## config.mk

```make
export PLATFORM = sky130hd
export DESIGN_NAME = md_issue_ctrl
export DESIGN_NICKNAME = d
export VERILOG_FILES = /design/src/rtl/md_pkg.sv /design/src/rtl/md_issue_ctrl_lat_counter.sv /design/src/rtl/md_issue_ctrl.sv
export SDC_FILE = /design/constraint.sdc
export NUM_CORES = 1
export LEC_CHECK = 0
export BUFFER_PORTS_ARGS = -buffer_cell sky130_fd_sc_hd__buf_2
export CORE_AREA = 2 2 104 106
export DETAILED_ROUTE_END_ITERATION = 8
export DIE_AREA = 0 0 106 108
export PLACE_DENSITY_LB_ADDON = 0.05
export SKIP_LAST_GASP = 1
export SYNTH_ARGS = -nofsm -noshare
export SYNTH_HDL_FRONTEND = slang
export SYNTH_SLANG_ARGS = --single-unit
```

## constraint.sdc

```tcl
create_clock -name clk -period 2.4 [get_ports clk]
set_clock_uncertainty 0.15 [all_clocks]
set_input_delay 0.24 -clock clk [delete_from_list [all_inputs] [get_ports clk]]
set_output_delay 0.24 -clock clk [all_outputs]
set_load 0.01 [all_outputs]
```

## src/rtl/md_pkg.sv

```systemverilog
// Shared definitions for the multiply/divide issue controller.
// Holds the request-kind encoding seen on the pipeline side, the op codes
// understood by the multiply/divide unit, default latencies, the controller
// state encoding and the kind-to-op mapping function.
package md_pkg;

    typedef enum logic [2:0] {
        K_MULT  = 3'd0,
        K_MULTU = 3'd1,
        K_DIV   = 3'd2,
        K_DIVU  = 3'd3,
        K_MTHI  = 3'd4,
        K_MTLO  = 3'd5,
        K_MFHI  = 3'd6,
        K_MFLO  = 3'd7
    } req_kind_e;

    localparam logic [3:0] MD_NONE  = 4'd0;
    localparam logic [3:0] MD_MULT  = 4'd3;
    localparam logic [3:0] MD_DIV   = 4'd4;
    localparam logic [3:0] MD_MULTU = 4'd8;
    localparam logic [3:0] MD_DIVU  = 4'd9;
    localparam logic [3:0] MD_MTHI  = 4'd10;
    localparam logic [3:0] MD_MTLO  = 4'd11;

    localparam int MULT_LAT_DEF = 5;
    localparam int DIV_LAT_DEF  = 10;
    localparam int CNT_W_DEF    = 5;

    typedef enum logic [1:0] {
        ST_IDLE    = 2'd0,
        ST_MUL_RUN = 2'd1,
        ST_DIV_RUN = 2'd2
    } md_state_e;

    // MFHI/MFLO never reach the unit; they are served from md_hi/md_lo.
    function automatic logic [3:0] kind_to_op(input req_kind_e kind);
        logic [3:0] op;
        case (kind)
            K_MULT:  op = MD_MULT;
            K_MULTU: op = MD_MULTU;
            K_DIV:   op = MD_DIV;
            K_DIVU:  op = MD_DIVU;
            K_MTHI:  op = MD_MTHI;
            K_MTLO:  op = MD_MTLO;
            default: op = MD_NONE;
        endcase
        return op;
    endfunction

endpackage

```

## src/rtl/md_issue_ctrl_lat_counter.sv

```systemverilog
// md_lat_counter: loadable countdown used to time multiply/divide occupancy.
// Ports:
//   clk, reset  - clock, synchronous active-high reset (clears the count)
//   load        - load load_val this edge (takes priority over decrement)
//   load_val    - value to load
//   en          - allow decrement while non-zero
//   cnt         - current count
//   zero        - cnt == 0
module md_lat_counter #(
    parameter int CNT_W = 5
) (
    input  logic             clk,
    input  logic             reset,
    input  logic             load,
    input  logic [CNT_W-1:0] load_val,
    input  logic             en,
    output logic [CNT_W-1:0] cnt,
    output logic             zero
);

    always_ff @(posedge clk) begin
        if (reset) begin
            cnt <= '0;
        end else if (load) begin
            cnt <= load_val;
        end else if (en && cnt != '0) begin
            cnt <= cnt - 1'b1;
        end
    end

    assign zero = (cnt == '0);

endmodule

```

## src/rtl/md_issue_ctrl.sv

```systemverilog
// md_issue_ctrl: E-stage issue/hazard controller for the multiply/divide unit.
// Decodes HI/LO requests, issues op codes and operands to the unit, times the
// unit's occupancy with a local countdown, stalls the pipeline while the unit
// is occupied and returns mfhi/mflo data once it may be read.
// Ports:
//   clk, reset           - clock, synchronous active-high reset
//   req_valid/kind/a/b   - E-stage HI/LO request and its rs/rt operands
//   flush                - cancels the current E-stage request
//   stall                - freeze F/D/E (combinational)
//   md_op, md_operand1/2 - op code and operands to the unit
//   md_hi, md_lo, md_busy- unit results and its own busy flag
//   rd_valid, rd_data    - mfhi/mflo result for the pipeline (combinational)
//   perf_stall_cnt       - count of stalled cycles (wraps)
module md_issue_ctrl
    import md_pkg::*;
#(
    parameter int MULT_LAT = MULT_LAT_DEF,
    parameter int DIV_LAT  = DIV_LAT_DEF,
    parameter int CNT_W    = CNT_W_DEF
) (
    input  logic        clk,
    input  logic        reset,
    input  logic        req_valid,
    input  logic [2:0]  req_kind,
    input  logic [31:0] req_a,
    input  logic [31:0] req_b,
    input  logic        flush,
    output logic        stall,
    output logic [3:0]  md_op,
    output logic [31:0] md_operand1,
    output logic [31:0] md_operand2,
    input  logic [31:0] md_hi,
    input  logic [31:0] md_lo,
    input  logic        md_busy,
    output logic        rd_valid,
    output logic [31:0] rd_data,
    output logic [31:0] perf_stall_cnt
);

    localparam logic [CNT_W-1:0] MULT_LOAD = CNT_W'(MULT_LAT);
    localparam logic [CNT_W-1:0] DIV_LOAD  = CNT_W'(DIV_LAT);

    md_state_e        state;
    req_kind_e        kind;
    logic [CNT_W-1:0] cnt;
    logic             cnt_zero;
    logic             busy_int;
    logic             req_live;
    logic             accept;
    logic             is_mul;
    logic             is_div;
    logic             is_mf;

    assign kind   = req_kind_e'(req_kind);
    assign is_mul = (kind == K_MULT) || (kind == K_MULTU);
    assign is_div = (kind == K_DIV)  || (kind == K_DIVU);
    assign is_mf  = (kind == K_MFHI) || (kind == K_MFLO);

    // Reset and flush both neutralise the request so every output is quiet.
    assign busy_int = !cnt_zero || md_busy;
    assign req_live = req_valid && !flush && !reset;
    assign stall    = req_live && busy_int;
    assign accept   = req_live && !busy_int;

    assign md_op       = accept ? kind_to_op(kind) : MD_NONE;
    assign md_operand1 = req_a;
    assign md_operand2 = req_b;

    assign rd_valid = accept && is_mf;
    assign rd_data  = !rd_valid        ? 32'd0 :
                      (kind == K_MFHI) ? md_hi : md_lo;

    md_lat_counter #(
        .CNT_W (CNT_W)
    ) u_lat (
        .clk      (clk),
        .reset    (reset),
        .load     (accept && (is_mul || is_div)),
        .load_val (is_div ? DIV_LOAD : MULT_LOAD),
        .en       (state != ST_IDLE),
        .cnt      (cnt),
        .zero     (cnt_zero)
    );

    // Leaving a RUN state coincides with the count reaching zero; <= 1 also
    // covers a zero latency configuration.
    always_ff @(posedge clk) begin
        if (reset) begin
            state <= ST_IDLE;
        end else if (accept && is_mul) begin
            state <= ST_MUL_RUN;
        end else if (accept && is_div) begin
            state <= ST_DIV_RUN;
        end else if (state != ST_IDLE && cnt <= CNT_W'(1)) begin
            state <= ST_IDLE;
        end
    end

    always_ff @(posedge clk) begin
        if (reset) begin
            perf_stall_cnt <= 32'd0;
        end else if (stall) begin
            perf_stall_cnt <= perf_stall_cnt + 32'd1;
        end
    end

endmodule

```

==> metrics.md, run 1 <==
| Metric | Value |
|---|---|
| Crit. End Element | `output port` |
| Rows | `37` |
| Ratio of final minimum period to clock period | `113.9%` |
| Final hold slack | `0.1792 ns` |
| DP HPWL | `7981 µm` |
| Initial antenna violation count | `0` |
| Mapped Cells | `415` |
| Relative slew slack | `56.95%` |
| Combinational power share | `15.1%` |
| Critical Path RT | `2.01 ns` |
| Count of pins over their slew limit | `0` |
| P_int | `0.0009750 W` |
| Final #Nets | `669` |
| Die Span Y | `108 µm` |
| Register area share after synthesis | `26.94%` |
| Largest net degree at the start of global routing | `40` |
| Global routing usage on met2 | `29.86%` |
| Final Hold Vio Count | `0` |
| Pre-CTS WS | `-0.1330 ns` |
| Met1 GRT Util | `19.41%` |
| Switching share of power | `26.65%` |
| Tightest Pin Transition | `0.6390 ns` |
| Root buf cell | `clkbuf_8` |
| Syn Area/Cell | `6.983 µm²` |
| H-tree Lvls | `2` |
| Post-Synth Simple-Gate Area | `30.44%` |
| Clock power share | `35.9%` |
| GRT Util Overall | `16.86%` |
| Net Count, Synth | `555` |
| Xor and xnor fraction of the mapped netlist area | `6.952%` |
| Synth unique cells | `37` |
| Failing checks | `negative setup slack` |
| Most used flip-flop cell after synthesis | `dfxtp_1` |
| Main combinational cell family by area after synthesis | `simple AND/OR/NAND/NOR gates` |
| Setup Viol. Count Final | `40` |
| Commonest cells post-synth | `nand2_1 (82), buf_4 (64), a21oi_1 (49)` |
| Ports | `270` |
| 1st-iter DRT viols | `165` |
| Wire length per cell | `15.36 µm` |
| Reg-to-reg slack, setup | `-0.06 ns` |
| Synth area leaders | `dfxtp_1 (27%), buf_4 (17%), nand2_1 (11%), a21oi_1 (8.5%), xnor2_1 (5.7%)` |
| Worst skew pair latency | `0.29 ns` |
| Dpl cells | `649` |
| ANT cells | `0` |
| Drt first pass iters | `4` |
| CTS max path bufs | `2` |
| Post-Synth Adder-Cell Area | `1.727%` |
| Die X | `106 µm` |
| Layout cell share with drive strength beyond 1 | `48.30%` |
| Synthesized flop and latch total | `39` |
| First-pass GRT wire length | `15460 µm` |
| CTS Buf Count | `5` |
| Hold path endpoint | `u_lat.cnt[3]` |
| R2R depth | `10` |
| Yosys warns | `0` |
| Routability cong. | `0.7268` |
| R2R Path End | `u_lat.cnt[1]` |
| P per Cell Area | `319.8 nW/µm²` |
| Number of global-route vias before repair | `3072` |
| Setup crit start kind | `flip-flop` |
| Mux cell area share after synthesis | `0.3454%` |
| Port bufs | `141` |
| IR drop worst, VDD | `0.2184 mV` |
| Core ar. | `10230 µm²` |
| Status | `finished with violations` |
| GR Overflow Total | `0` |
| Total power | `0.001329 W` |
| Synth Area in Compound Gates | `13.21%` |
| Critical path type | `reg -> out` |
| ANT nets after route | `0` |
| DRC Markers | `0` |
| Asr flop ratio synth | `0%` |
| Via density | `4.763` |
| Final min period | `2.733 ns` |
| Clock sink count | `39` |
| Reg-to-reg startpoint | `u_lat.cnt[0]` |
| CP Max Fanout | `12` |
| MaxCap Viol Count | `0` |
| Initial Util | `28.32%` |
| Most frequent cell after synthesis | `nand2_1` |
| Seq pwr share | `49.0%` |
| Post-synth top area share | `26.94%` |
| Final worst slack | `-0.3327 ns` |
| Hold Path Class | `in -> reg` |
| RSZ-0062 raised after global routing | `true` |
| Total die area | `11450 µm²` |
| CTS tree | `built` |
| Clk slew on worst S/H paths | `0.08 ns` |
| Critical path arrival | `2.34 ns` |
| Finished Layout Cells | `666` |
| P_sw | `0.0003543 W` |
| Post-synth top area cell | `dfxtp_1` |
| Hold path start | `req_kind[1]` |
| Hold-critical path depth | `3` |
| Routed via count | `3172` |
| DRT Wirelength | `10230 µm` |
| Met3 global-route usage | `6.631%` |
| Syn Std Cell Area | `2898 µm²` |
| Fmax | `365.9 MHz` |
| Number of synthesized flops with an enable pin | `0` |
| Static leakage | `1.760 nW` |
| Global routing's busiest layer | `met2` |
| Area added between synthesis and finish | `43.44%` |
state kept, by name (all words and copies together) (netlist names):
| signal | flops |
|---|---|
| perf_stall_cnt | 32 |
| u_lat.cnt | 5 |
| state | 2 |
cell usage in the layout (no fill, tap or decap), types with 5 or more instances in the layout:
cell type / count
buf_4: 43
nand4_1: 7
nor2_1: 30
clkbuf_8: 6
or3_1: 10
xnor2_1: 19
buf_2: 130
nand2_1: 82
a21oi_1: 14
a21oi_4: 13
nand3_1: 9
nor3_1: 10
buf_6: 16
dfxtp_1: 37
inv_1: 5
a21oi_2: 22
o21ai_0: 10
nor4_1: 7
per-stage QoR:
| stage | utilization, % | TNS [ns] | cell area (µm²) |
|---|---|---|---|
| floorplan | - | -2.046 | 3146 |
| global placement | 36.55 | -2.546 | 3740 |
| detailed placement | 36.55 | -3.173 | 3740 |
| CTS | 39.57 | -12.46 | 4049 |
| global route | 40.63 | -14.96 | 4156 |
| finish | 40.63 | -11.39 | 4156 |
repair_timing:
item	in CTS	in global routing
pin swaps	5	10
hold buffers	0	0
hold endpoints to repair	0	0
gates cloned	2	0
setup endpoints to repair	41	41
buffers inserted	6	1
resized for setup	26	17
area by class of cell:
| cell class | instances | area (µm²) |
|---|---|---|
| Clock buffer | 7 | 86.33 |
| Tap cell | 136 | 170.2 |
| Multi-Input combinational cell | 283 | 1849 |
| Clock inverter | 1 | 8.758 |
| Sequential cell | 39 | 783.3 |
| Inverter | 8 | 30.03 |
| Fill cell | 1102 | 6075 |
| Timing Repair Buffer | 192 | 1229 |
critical path, stage by stage (launching register included):
cell and delay [ns]:
dfxtp_2 0.33, inv_2 0.07, ha_4 0.12, or4b_4 0.45, or3_4 0.34, or2_4 0.32, buf_16 0.18, a21oi_4 0.10
buf_2 0.13
how the worst max path moves through the flow:
| stage | cells past startpoint | to | slack (ns) | from |
|---|---|---|---|---|
| 6_report | 8 | rd_data[11] | -0.33 | u_lat.cnt[0] |
| 5_1_grt | 8 | rd_data[30] | -0.43 | u_lat.cnt[0] |
| 4_1_cts | 8 | rd_data[3] | -0.38 | u_lat.cnt[1] |
| 3_5_place_dp | 8 | rd_data[19] | -0.13 | u_lat.cnt[1] |
| 3_3_place_gp | 8 | rd_data[19] | -0.11 | u_lat.cnt[0] |
| 2_1_floorplan | 8 | rd_data[10] | -0.07 | u_lat.cnt[0] |
power groups by stage:
stage	registers, W	logic (W)	clock network [W]
after floorplan	0.000668	0.000199	0
after global routing	0.000652	0.000220	0.000530
after CTS	0.000652	0.000196	0.000499
final	0.000652	0.000200	0.000478
after global placement	0.000667	0.000180	0
after detailed placement	0.000667	0.000182	0
logic make-up after synthesis:
logic type,Yosys count
fa+ha+maj,4
simple gates,185
flops,39
buf+inv,93
xor+xnor,23
compound gates,70
mux,1
metal layers:
metal	share of wire [%]	up-vias
li1	-	1567
met2	49	158
met3	10	7
met5	0	-
met4	0.97	0
met1	40	1440
(Power assumes the default switching activity.)
==> run 2: changes to the inputs <==
--- a/config.mk
+++ b/config.mk
@@ -6,11 +6,14 @@
 export NUM_CORES = 1
 export LEC_CHECK = 0
 export BUFFER_PORTS_ARGS = -buffer_cell sky130_fd_sc_hd__buf_2
-export CORE_AREA = 2 2 104 106
+export CAP_MARGIN = 30
+export CORE_AREA = 2 2 105 107
 export DETAILED_ROUTE_END_ITERATION = 8
-export DIE_AREA = 0 0 106 108
+export DIE_AREA = 0 0 107 109
 export PLACE_DENSITY_LB_ADDON = 0.05
+export SETUP_SLACK_MARGIN = 0.3
 export SKIP_LAST_GASP = 1
 export SYNTH_ARGS = -nofsm -noshare
 export SYNTH_HDL_FRONTEND = slang
+export SYNTH_HIERARCHICAL = 1
 export SYNTH_SLANG_ARGS = --single-unit
==> run 2 against run 1 <==
  * The flow still finishes with violations (negative setup slack)
  * Hold slack worse by 0.060 ns
  * Largest power group is now the clock network
  * Via count down 2.1%
  * Worst setup slack better by 0.14 ns
  * Critical endpoint is now rd_data[17]
==> metrics.md, run 2 <==
| Metric | Value |
|---|---|
| Status | `finished with violations` |
| Failing checks | `negative setup slack` |
| Routed via count | `3105` |
| Switching share of power | `24.42%` |
| GR Overflow Total | `0` |
| Total power | `0.001536 W` |
| Max reg flops | `32` |
| Reg-to-reg startpoint | `u_lat/cnt[1]` |
| Critical Path RT | `2.01 ns` |
| Final hold slack | `0.1189 ns` |
| Ports | `270` |
| Post-route cell area | `4135 µm²` |
| Via density | `4.690` |
| Initial antenna violation count | `0` |
| Post-synth top area share | `26.04%` |
| Asr flop ratio synth | `0%` |
| Clk slew on worst S/H paths | `0.08 ns` |
| Hold path start | `req_kind[1]` |
| Synth Area in Compound Gates | `12.40%` |
| Critical path type | `reg -> out` |
| Final Hold Vio Count | `0` |
| Layout cell share with drive strength beyond 1 | `49.81%` |
| Die Span Y | `109 µm` |
| Final #Nets | `659` |
| Most frequent cell after synthesis | `nand2_1` |
| DRC Markers | `0` |
| Most used flip-flop cell after synthesis | `dfxtp_1` |
| Commonest cells post-synth | `nand2_1 (85), buf_4 (64), a21oi_1 (43)` |
| CP Max Fanout | `9` |
| Syn Area/Cell | `7.172 µm²` |
| H-tree Lvls | `2` |
| Fmax | `385.6 MHz` |
| CTS Buf Count | `5` |
| CTS tree | `built` |
| P_int | `0.001161 W` |
| Largest net degree at the start of global routing | `35` |
| Number of global-route vias before repair | `2952` |
| Static leakage | `1.920 nW` |
| R2R depth | `11` |
| Root buf cell | `clkbuf_8` |
| Ratio of final minimum period to clock period | `108.1%` |
| Mapped Cells | `418` |
| Fill cells | `1116` |
| Clock power share | `43.7%` |
| Die X | `107 µm` |
| ANT nets after route | `0` |
| RSZ-0062 raised after global routing | `true` |
| Worst skew pair latency | `0.30 ns` |
| Post-Synth Adder-Cell Area | `0.8347%` |
| Hold Path Class | `in -> reg` |
| Final min period | `2.593 ns` |
| ANT cells | `0` |
| DP HPWL | `7167 µm` |
| Synth unique cells | `50` |
| Routability cong. | `0.7187` |
| Syn Std Cell Area | `2998 µm²` |
| Register area share after synthesis | `26.04%` |
| P per Cell Area | `371.4 nW/µm²` |
| Initial Util | `28.27%` |
| Reg-to-reg slack, setup | `0.15 ns` |
| Most common cell after layout, fill and taps aside | `buf_2` |
| Clock sink count | `39` |
| P_sw | `0.0003750 W` |
| Crit. End Element | `output port` |
| Final worst slack | `-0.1934 ns` |
| Pre-CTS WS | `0.1042 ns` |
| Synthesized flop and latch total | `39` |
| First-pass GRT wire length | `15370 µm` |
| Hold-critical path depth | `3` |
| GRT Util Overall | `16.25%` |
| Main combinational cell family by area after synthesis | `simple AND/OR/NAND/NOR gates` |
| Synth area leaders | `dfxtp_1 (26%), buf_4 (16%), nand2_1 (11%), a21oi_1 (7.2%), xnor2_1 (6.1%)` |
| Largest Register | `perf_stall_cnt` |
| Net Count, Synth | `556` |
| Number of synthesized flops with an enable pin | `0` |
| Wire length per cell | `15.09 µm` |
| 1st-iter DRT viols | `105` |
| Critical path arrival | `2.20 ns` |
| Total die area | `11660 µm²` |
| Hold path endpoint | `state[1]` |
| Largest regs | `perf_stall_cnt: 32 flops, u_lat/cnt: 5 flops, state: 2 flops` |
| Core ar. | `10600 µm²` |
| Setup Viol. Count Final | `35` |
| Seq pwr share | `42.5%` |
| Yosys warns | `6` |
| IR drop worst, VDD | `0.2349 mV` |
| Xor and xnor fraction of the mapped netlist area | `7.012%` |
| Drt first pass iters | `4` |
| CTS max path bufs | `2` |
| Count of pins over their slew limit | `0` |
| Combinational power share | `13.8%` |
| MaxCap Viol Count | `0` |
| Post-Place Cell Area | `3643 µm²` |
| Setup crit start kind | `flip-flop` |
| R2R Path End | `u_lat/cnt[1]` |
| Post-synth top area cell | `dfxtp_1` |
| DRT Wirelength | `9991 µm` |
| Mux cell area share after synthesis | `0.7095%` |
| Area added between synthesis and finish | `37.94%` |
| Port bufs | `141` |
| Rows | `38` |
| Most frequent cells in the layout | `buf_2 (140), nand2_1 (84), dfxtp_1 (36)` |
| Post-Synth Simple-Gate Area | `32.01%` |
==> run 2: kinds of logic (layout without fill, tap and decap cells) <==
group,Yosys count,count (layout)
XOR/XNOR,24,24
flip-flops,39,39
AND/OR/NAND/NOR,195,195
other,1,1
adder cells (fa/ha/maj),2,2
AO/OA/AOI/OAI,60,60
multiplexers,2,2
buffers and inverters,95,199
==> run 2: worst max-delay path: stages, from the launching register on <==
cell,delay [ns]
dfxtp_2,0.34
inv_4,0.06
ha_4,0.12
or4b_4,0.46
inv_2,0.07
nor2b_4,0.13
nand4_1,0.12
buf_4,0.19
buf_12,0.15
a21oi_2,0.11
buf_2,0.15
==> run 2: how the worst max path moves through the flow <==
| stage | to | slack (ns) | from |
|---|---|---|---|
| floorplan | rd_data[10] | 0.10 | u_lat/cnt[1] |
| global placement | rd_data[27] | 0.11 | u_lat/cnt[1] |
| detailed placement | md_op[2] | 0.10 | u_lat/cnt[1] |
| CTS | rd_data[27] | -0.19 | u_lat/cnt[1] |
| global route | rd_data[0] | -0.34 | u_lat/cnt[0] |
| finish | rd_data[17] | -0.19 | u_lat/cnt[1] |
==> run 2: through the flow <==
stage	TNS [ns]	util [%]	std cells
final	-5.646	39.00	662
after global routing	-10.47	39.00	662
after CTS	-5.700	38.29	661
after detailed placement	0	34.36	640
after global placement	0	34.36	640
after floorplan	0	-	418
==> run 2: power by group through the flow <==
| stage | Clock [W] | Sequential (W) | Combinational (W) |
|---|---|---|---|
| 3_5_place_dp | 0 | 0.000667 | 0.000193 |
| 4_1_cts | 0.000685 | 0.000652 | 0.000210 |
| 6_report | 0.000671 | 0.000652 | 0.000213 |
| 3_3_place_gp | 0 | 0.000667 | 0.000191 |
| 5_1_grt | 0.000727 | 0.000653 | 0.000235 |
| 2_1_floorplan | 0 | 0.000668 | 0.000212 |
==> run 2: final cells by class <==
type	instances	area [µm²]	share of cell area (%)
clock inverter	2	60.06	1.452
sequential	39	784.5	18.97
timing repair buffer	180	1076	26.02
clock buffer	6	72.57	1.755
inverter	11	43.79	1.059
tap	140	175.2	4.236
multi-input combinational	284	1923	46.51
==> run 2: repair_timing <==
| item | in CTS | in global routing |
|---|---|---|
| setup buffers | 10 | 1 |
| cloned | 3 | 0 |
| setup endpoints to repair | 73 | 77 |
| pin swaps | 5 | 2 |
| hold buffers | 0 | 0 |
| gates resized for setup | 32 | 11 |
==> run 2: layer usage <==
layer	vias up	part of all wire [%]	track usage, %
met1	1442	47	23.31
li1	1542	-	-
met3	21	6.4	4.842
met4	0	1.3	3.432
met5	-	0	0
met2	100	45	24.02
